[src/rtl/exception_controller.sv]
// Memory-stage exception controller: captures EPC/cause, flushes and stalls the
// pipeline, fetches the handler vector from data memory and redirects the PC.
module exception_controller #(
    parameter logic [31:0] VEC_INV  = 32'h0000_0004,
    parameter logic [31:0] VEC_PROT = 32'h0000_0002,
    parameter int          CNT_W    = 8
) (
    input  logic             clk,
    input  logic             rst,
    input  logic [1:0]       i_exc_code,
    input  logic [31:0]      i_pc,
    input  logic [31:0]      i_vec_data,
    input  logic             i_vec_valid,
    output logic             o_vec_read,
    output logic [31:0]      o_vec_addr,
    output logic             o_flush,
    output logic             o_stall,
    output logic             o_pc_load,
    output logic [31:0]      o_pc_value,
    output logic [31:0]      o_epc,
    output logic [1:0]       o_cause,
    output logic             o_busy,
    output logic [CNT_W-1:0] o_exc_count
);

    typedef enum logic [1:0] {
        IDLE,
        FLUSH,
        VEC_REQ,
        REDIRECT
    } state_t;

    localparam logic [1:0]       CAUSE_INV  = 2'b01;
    localparam logic [1:0]       CAUSE_PROT = 2'b10;
    localparam logic [CNT_W-1:0] CNT_ONE    = {{(CNT_W-1){1'b0}}, 1'b1};

    state_t           state, state_next;
    logic [31:0]      epc;
    logic [31:0]      handler;
    logic [1:0]       cause;
    logic [CNT_W-1:0] exc_count;
    logic             exc_accept;

    // Codes are only honoured in IDLE; anything seen mid-sequence belongs to a
    // flushed instruction.
    assign exc_accept = (state == IDLE) && (i_exc_code != 2'b00);

    // NOTE: sequential state uses non-blocking assignments so every register
    // samples the pre-edge values, independent of statement order.
    always_ff @(posedge clk) begin
        if (rst) begin
            state     <= IDLE;
            epc       <= '0;
            cause     <= '0;
            exc_count <= '0;
            handler   <= '0;
        end else begin
            state <= state_next;
            if (exc_accept) begin
                epc   <= i_pc;
                cause <= (i_exc_code == CAUSE_PROT) ? CAUSE_PROT : CAUSE_INV;
                if (exc_count != '1)
                    exc_count <= exc_count + CNT_ONE;
            end
            if (state == VEC_REQ && i_vec_valid)
                handler <= i_vec_data;
        end
    end

    // NOTE: every combinational output gets a default first so no path through
    // the case statement can infer a latch.
    always_comb begin
        state_next = state;
        unique case (state)
            IDLE:     if (exc_accept) state_next = FLUSH;
            FLUSH:    state_next = VEC_REQ;
            VEC_REQ:  if (i_vec_valid) state_next = REDIRECT;
            REDIRECT: state_next = IDLE;
            default:  state_next = IDLE;
        endcase
    end

    always_comb begin
        o_vec_read = 1'b0;
        o_vec_addr = '0;
        o_flush    = 1'b0;
        o_stall    = 1'b0;
        o_pc_load  = 1'b0;
        o_pc_value = '0;
        o_busy     = 1'b0;
        unique case (state)
            FLUSH: begin
                o_flush = 1'b1;
                o_stall = 1'b1;
                o_busy  = 1'b1;
            end
            VEC_REQ: begin
                o_vec_read = 1'b1;
                o_vec_addr = (cause == CAUSE_PROT) ? VEC_PROT : VEC_INV;
                o_stall    = 1'b1;
                o_busy     = 1'b1;
            end
            REDIRECT: begin
                o_pc_load  = 1'b1;
                o_pc_value = handler;
                o_stall    = 1'b1;
                o_busy     = 1'b1;
            end
            default: ;
        endcase
    end

    assign o_epc       = epc;
    assign o_cause     = cause;
    assign o_exc_count = exc_count;

endmodule

[config.mk]
export PLATFORM = sky130hd
export DESIGN_NAME = exception_controller
export DESIGN_NICKNAME = d
export VERILOG_FILES = /design/src/rtl/exception_controller.sv
export SDC_FILE = /design/constraint.sdc
export NUM_CORES = 1
export LEC_CHECK = 0
export ABC_AREA = 1
export CAP_MARGIN = 20
export CELL_PAD_IN_SITES_DETAIL_PLACEMENT = 1
export CELL_PAD_IN_SITES_GLOBAL_PLACEMENT = 1
export CORE_MARGIN = 2
export CORE_UTILIZATION = 24
export CTS_BUF_LIST = sky130_fd_sc_hd__clkbuf_8
export CTS_CLUSTER_DIAMETER = 200
export DETAILED_ROUTE_END_ITERATION = 16
export HOLD_SLACK_MARGIN = 0.12
export PLACE_DENSITY_LB_ADDON = 0.08
export SKIP_LAST_GASP = 1
export SLEW_MARGIN = 20
export SYNTH_ARGS = -nofsm -noshare
export SYNTH_HDL_FRONTEND = slang
export SYNTH_SLANG_ARGS = --single-unit
[constraint.sdc]
create_clock -name clk -period 1.3 [get_ports clk]
set_clock_uncertainty 0.15 [all_clocks]
set_input_delay 0.39 -clock clk [delete_from_list [all_inputs] [get_ports clk]]
set_output_delay 0.39 -clock clk [all_outputs]
set_load 0.01 [all_outputs]
==> results of run 1 <==
-- stage by stage --
step / TNS [ps] / setup slack [ps] / hold WS (ps)
3_3_place_gp: -58750 / -571 / 315
5_1_grt: -65470 / -686 / 357
6_report: -56620 / -628 / 329
3_5_place_dp: -60190 / -604 / 321
2_1_floorplan: -2570 / -60.6 / 299
4_1_cts: -60880 / -663 / 334
-- power by group through the flow --
stage,Combinational (mW),Sequential [mW],Clock [mW]
after floorplan,1.85,3.49,0
after global placement,4.07,3.33,0
after detailed placement,4.14,3.36,0
after CTS,6.28,3.51,2.12
after global routing,7.76,3.71,2.23
final,7.24,3.65,2.04
-- registers in the layout, indices dropped and copies added (netlist names) --
register	cells
o_cause	2
o_exc_count	8
handler	32
state	2
o_epc	32
-- worst max-delay path: cells and delay by family (launching register included) --
kind | cells | cell delay, ps
adder cells (fa/ha/maj) | 1 | 180
AND/OR/NAND/NOR | 1 | 50
buffers and inverters | 4 | 410
flip-flops | 1 | 370
-- logic make-up after synthesis --
| logic type | after synthesis | share of synthesized area (%) |
|---|---|---|
| buffers and inverters | 99 | 15.2 |
| flip-flops | 76 | 45.3 |
| other | 1 | 0.112 |
| adder cells (fa/ha/maj) | 6 | 2.24 |
| AO/OA/AOI/OAI | 80 | 12.1 |
| AND/OR/NAND/NOR | 213 | 25.1 |
-- cell usage after synthesis (all sizes together) --
library cell	count
dfxtp	76
o211ai	1
ha	6
nor2	143
nand3	8
a21oi	10
nand2	59
inv	45
clkbuf	13
nand4	1
o21ai	69
buf	41
nand3b	2
conb	1
-- timing repair --
action | 4_1_cts | 5_1_grt
gates cloned | 12 | 2
setup buffers | 22 | 26
gates resized for setup | 603 | 152
setup endpoints to repair | 157 | 157
endpoints found under the hold margin | 0 | 0
hold buffers | 0 | 0
pin swaps | 37 | 61
-- metal layers --
metal	vias to the layer above	GRT usage (%)	wire, um
met5	-	0	0
met4	0	6.25	173
met3	11	4.74	831
met2	91	30.0	6880
met1	1804	19.7	5230
li1	1866	-	-
-- worst paths after layout --
kind                                start        endpoint  cells after the start
worst min-delay path            o_epc[27]       o_epc[27]                      2
worst max-delay path             state[0]  o_pc_value[26]                      6
worst max register to register   state[0]        o_epc[1]                     12
worst min register to register  o_epc[27]       o_epc[27]                      2
-- layout make-up --
class,count,area [um2],share of cell area [%]
Tap cell,180,225,3.10
Sequential cell,76,1600,22.0
Timing Repair Buffer,238,2710,37.3
Clock buffer,10,138,1.90
Multi-Input combinational cell,329,2310,31.8
Inverter,45,204,2.81
Clock inverter,6,78.8,1.09
==> run metrics, run 1 <==
initial antenna violation count=0; # H-tree levels=3; die area=between 10,000 and 15,000 um2; drt wl/cell=14.8 um; FMAX=about 520 MHz; placed insts=816; Flop pwr share=28.3%; synthesized flop and latch total=76; max_cap viols=0; mapped cell area=3360 um2; design area=7260 um2; failing checks=negative setup slack; core area=13,800 um2; Via density=4.27; Worst setup EP type=primary output; crit path kind=flip-flop to primary output; Die X=122 um; count of final hold-check violations=0; Die Y=122 um; GP Congestion=approximately 0.74; register area share after synthesis=a little under half; Unique masters post-synth=21; IO Pins=180; Critical Path RT=approximately 760 ps; crit path cell chain=ha_4, buf_12, buf_16, nand2_4, inv_2, buf_6; Pre-antenna DRT Iters=4; Global Route Usage Sum=17.1%; Clk Latency, worst-skew pair=around 360 ps; crit-path max FO=6; fin util=52.7%; Final Setup Violations=157; Min Clock Period, post-route=between 1500 and 2000 ps; commonest non-fill, non-tap cell in the layout=buf_6; unrepaired setup endpoints after global routing=yes; antenna viol nets, final=0; fin. max-slew vios=0; post-synthesis cell count=~480; run status=finished, violations left; Filler cells=1,584; Starting Density=24.4%; Rows=43; Tot Pwr=12.9 mW; largest net degree at the start of global routing=31; Final #Nets=774; CTS tree=built; main area contributors after synthesis=dfxtp_1 45%, nor2_1 16%, buf_4 7.2%; TritonCTS Sinks=76; Max Root-Sink Buffers=2; worst hold path class=flip-flop to flip-flop; clock share of power=15.7%; Crit path arrival time=1390 ps; DP Area=between 5000 and 6000 um2; Worst VDD drop=about 1.1 mV; final period utilization=148%; global-route wire length before repair=19.7 mm; Layout area overhead=116%; Iteration-0 DRC Markers=between 80 and 90; share of layout cells above drive strength 1=59.5%; top-area cell type share of the netlist area=45.3%; grt ovf=0; Syn. warnings=0; Gate power share=56.0%; Mapped Avg Cell Area=between 7 and 8 um2; Ant. Diodes=0; Synth area leader=dfxtp_1; FF-to-FF setup slack=-520 ps; vias in the first global route=3,756; most frequent cells in the layout=92 x buf_6, 71 x nor2_1, 68 x clkdlybuf4s50_1, 42 x nor2_4, 42 x buf_4; Leak Pwr=about 3.5 nW; CP max-delay cell=dfxtp_4; WL final=between 10 and 15 mm; Switch Pwr=4.69 mW; input/output buffers=149; crit path launch type=flip-flop; Root Buffer=clkbuf_8; setup ws final=-628 ps; CTS buffer count=9; power per cell area=1780 nW/um2; final std cells w/o fill=just under 900; sw frac=36.3%; crit-path max cell delay=~370 ps; HPWL after detailed placement=7.94 mm; Clock transition at path regs=around 80 ps; DRC viols=0; vias=3,772; Power Internal=around 8 mW
No activity file was read; power rests on OpenSTA's default activity.
==> run 2: changes to the inputs <==
--- a/config.mk
+++ b/config.mk
@@ -14,7 +14,7 @@
 export CTS_BUF_LIST = sky130_fd_sc_hd__clkbuf_8
 export CTS_CLUSTER_DIAMETER = 200
 export DETAILED_ROUTE_END_ITERATION = 16
-export HOLD_SLACK_MARGIN = 0.12
+export HOLD_SLACK_MARGIN = 0.05
 export PLACE_DENSITY_LB_ADDON = 0.08
 export SKIP_LAST_GASP = 1
 export SLEW_MARGIN = 20
==> results of run 2 <==
Same layout as run 1: the final DEF is identical, and so are final timing and power.
==> run 3: changes to the inputs <==
--- a/config.mk
+++ b/config.mk
@@ -16,6 +16,7 @@
 export DETAILED_ROUTE_END_ITERATION = 16
 export HOLD_SLACK_MARGIN = 0.05
 export PLACE_DENSITY_LB_ADDON = 0.08
+export SETUP_SLACK_MARGIN = 0.02
 export SKIP_LAST_GASP = 1
 export SLEW_MARGIN = 20
 export SYNTH_ARGS = -nofsm -noshare
==> run 3 against run 2 <==
  * The run still ends with negative setup slack left
  * Sequential cell count stayed put
  * Count of clock-buffer cells in the layout rose by 1
  * Cell area decreased by 10%
  * Die area stayed put
  * Critical path depth unchanged
  * Wire length decreased by 8.2%
  * Worst setup slack got worse by 31 ps
  * Non-clock buffer count down 15
  * Total power down 14%
==> run metrics, run 3 (synthesized netlist as in run 1, its figures left out) <==
Worst VDD drop=0.778 mV (was 1.14 mV); most frequent cells in the layout=133 x nor2_1, 83 x buf_6, 68 x clkdlybuf4s50_1, 39 x dfxtp_2, 36 x buf_4 (was 92 x buf_6, 71 x nor2_1, 68 x clkdlybuf4s50_1, 42 x nor2_4, 42 x buf_4); # H-tree levels=3 (unchanged); vias=3,600 (was 3,772); CTS tree=built (unchanged); die area=15,000 um2 (unchanged); Global Route Usage Sum=16.4% (was 17.1%); DP Area=5350 um2 (unchanged); RR Startpoint=state[0] (unchanged); final std cells w/o fill=868 (was 884); Max Root-Sink Buffers=2 (unchanged); antenna viol nets, final=0 (unchanged); Worst setup EP type=primary output (unchanged); Power Internal=7.26 mW (was 8.23 mW); Clk Latency, worst-skew pair=360 ps (about the same); Die X=122 um (unchanged); global-route wire length before repair=18.8 mm (was 19.7 mm); CP max-delay cell=dfxtp_4 (unchanged); DRC viols=0 (unchanged); input/output buffers=149 (unchanged); crit-path max cell delay=370 ps (about the same); share of layout cells above drive strength 1=46.1% (was 59.5%); HPWL after detailed placement=7.99 mm (was 7.94 mm); Die Y=122 um (unchanged); Switch Pwr=3.84 mW (was 4.69 mW); Pre-antenna DRT Iters=4 (unchanged); initial antenna violation count=0 (unchanged); clock share of power=14.8% (was 15.7%); vias in the first global route=3,617 (was 3,756); FF-to-FF setup slack=-570 ps (was -520 ps); TritonCTS Sinks=76 (unchanged); sw frac=34.6% (was 36.3%); FMAX=510 MHz (was 519 MHz); Rows=43 (unchanged); pre-CTS setup slack=-593 ps (was -604 ps); run status=finished, violations left (unchanged); Crit path arrival time=1420 ps (was 1390 ps); cell repeated most along the worst path=buf_6; crit path cell chain=ha_4, buf_6, buf_16, nand2_4, inv_2, buf_6 (was ha_4, buf_12, buf_16, nand2_4, inv_2, buf_6); fin. max-slew vios=0 (unchanged); grt ovf=0 (unchanged); drt wl/cell=13.9 um (was 14.8 um); worst hold path class=flip-flop to flip-flop (unchanged); fin util=47.4% (was 52.7%); crit path launch type=flip-flop (unchanged); Via density=4.15 (was 4.27); core area=13,800 um2 (unchanged); unrepaired setup endpoints after global routing=yes (unchanged); Final #Nets=759 (was 774); crit-path max FO=6 (unchanged); Iteration-0 DRC Markers=116 (was 84); setup ws final=-659 ps (was -628 ps); largest net degree at the start of global routing=40 (was 31); count of final hold-check violations=0 (unchanged); final period utilization=151% (was 148%); Min Clock Period, post-route=1960 ps (was 1930 ps); Root Buffer=clkbuf_8 (unchanged); failing checks=negative setup slack (unchanged); Tot Pwr=11.1 mW (was 12.9 mW); Final Setup Violations=157 (unchanged); GP Congestion=0.783 (was 0.742); IO Pins=180 (unchanged); commonest non-fill, non-tap cell in the layout=nor2_1 (was buf_6); placed insts=819 (was 816); crit path kind=flip-flop to primary output (unchanged); design area=6520 um2 (was 7260 um2); sum of negative setup slack=-57,390 ps (was -56,620 ps); critical path startpoint=state[1] (was state[0]); Layout area overhead=94.3% (was 116%); CTS buffer count=9 (unchanged); max_cap viols=0 (unchanged); # hold bufs at CTS=0 (unchanged); Ant. Diodes=0 (unchanged); Clock transition at path regs=80 ps (about the same); WL final=12.0 mm (was 13.1 mm); Gate power share=53.6% (was 56.0%); Critical Path RT=760 ps (about the same); Leak Pwr=3.18 nW (was 3.51 nW); Flop pwr share=31.5% (was 28.3%); power per cell area=1700 nW/um2 (was 1780 nW/um2); Hold Slack=335 ps (was 329 ps); Starting Density=24.4% (unchanged); worst hold start=handler[23] (was o_epc[27])
==> run 3: cell count changes in the layout (fill, tap and decap cells not counted), moves of 10 or more <==
| cell | change |
|---|---|
| nor2_1 | +62 |
| nand2_1 | +10 |
| nor2_4 | -38 |
| nor2_2 | -24 |
| o21ai_0 | +11 |
==> run 3: metal layers <==
layer  vias to the layer above  global-route usage (%)  part of all wire, %
met3                        10                    4.28                  6.5
met4                         0                    6.47                  1.5
met1                      1672                    19.6                   42
met2                        97                    27.9                   50
li1                       1821                       -                    -
met5                         -                       0                    0
==> run 3: final timing paths <==
kind,cells after the start,to
setup reg to reg,11,o_epc[13]
hold reg to reg,2,handler[23]
hold / removal,2,handler[23]
setup / recovery,6,o_pc_value[25]
==> run 3: cell type report <==
class,count,area [um2]
repair buffers,223,2550
fillers,1645,7250
well taps,180,225
inverters,45,186
multi-input cells,329,1800
flip-flops and latches,76,1590
clock buffers,11,151
clock inverters,4,17.5
==> run 3: repair_timing <==
action | CTS | global route
setup endpoints to repair | 157 | 157
cloned | 9 | 0
gates resized for setup | 517 | 41
pin swaps | 25 | 9
endpoints found under the hold margin | 0 | 0
setup buffers | 17 | 11
==> run 3: power groups by stage <==
stage                     clock, mW  combinational, mW  sequential [mW]
after floorplan                   0               1.88             3.50
after global placement            0               4.01             3.33
after detailed placement          0               4.09             3.35
after CTS                      1.72               5.78             3.48
after global routing           1.84               6.46             3.58
final                          1.65               5.95             3.50
==> run 3: critical path: cells and delay by family (launching register included) <==
family	cells	cell delay [ps]
buf+inv	4	430
fa+ha+maj	1	200
simple gates	1	50
flops	1	370
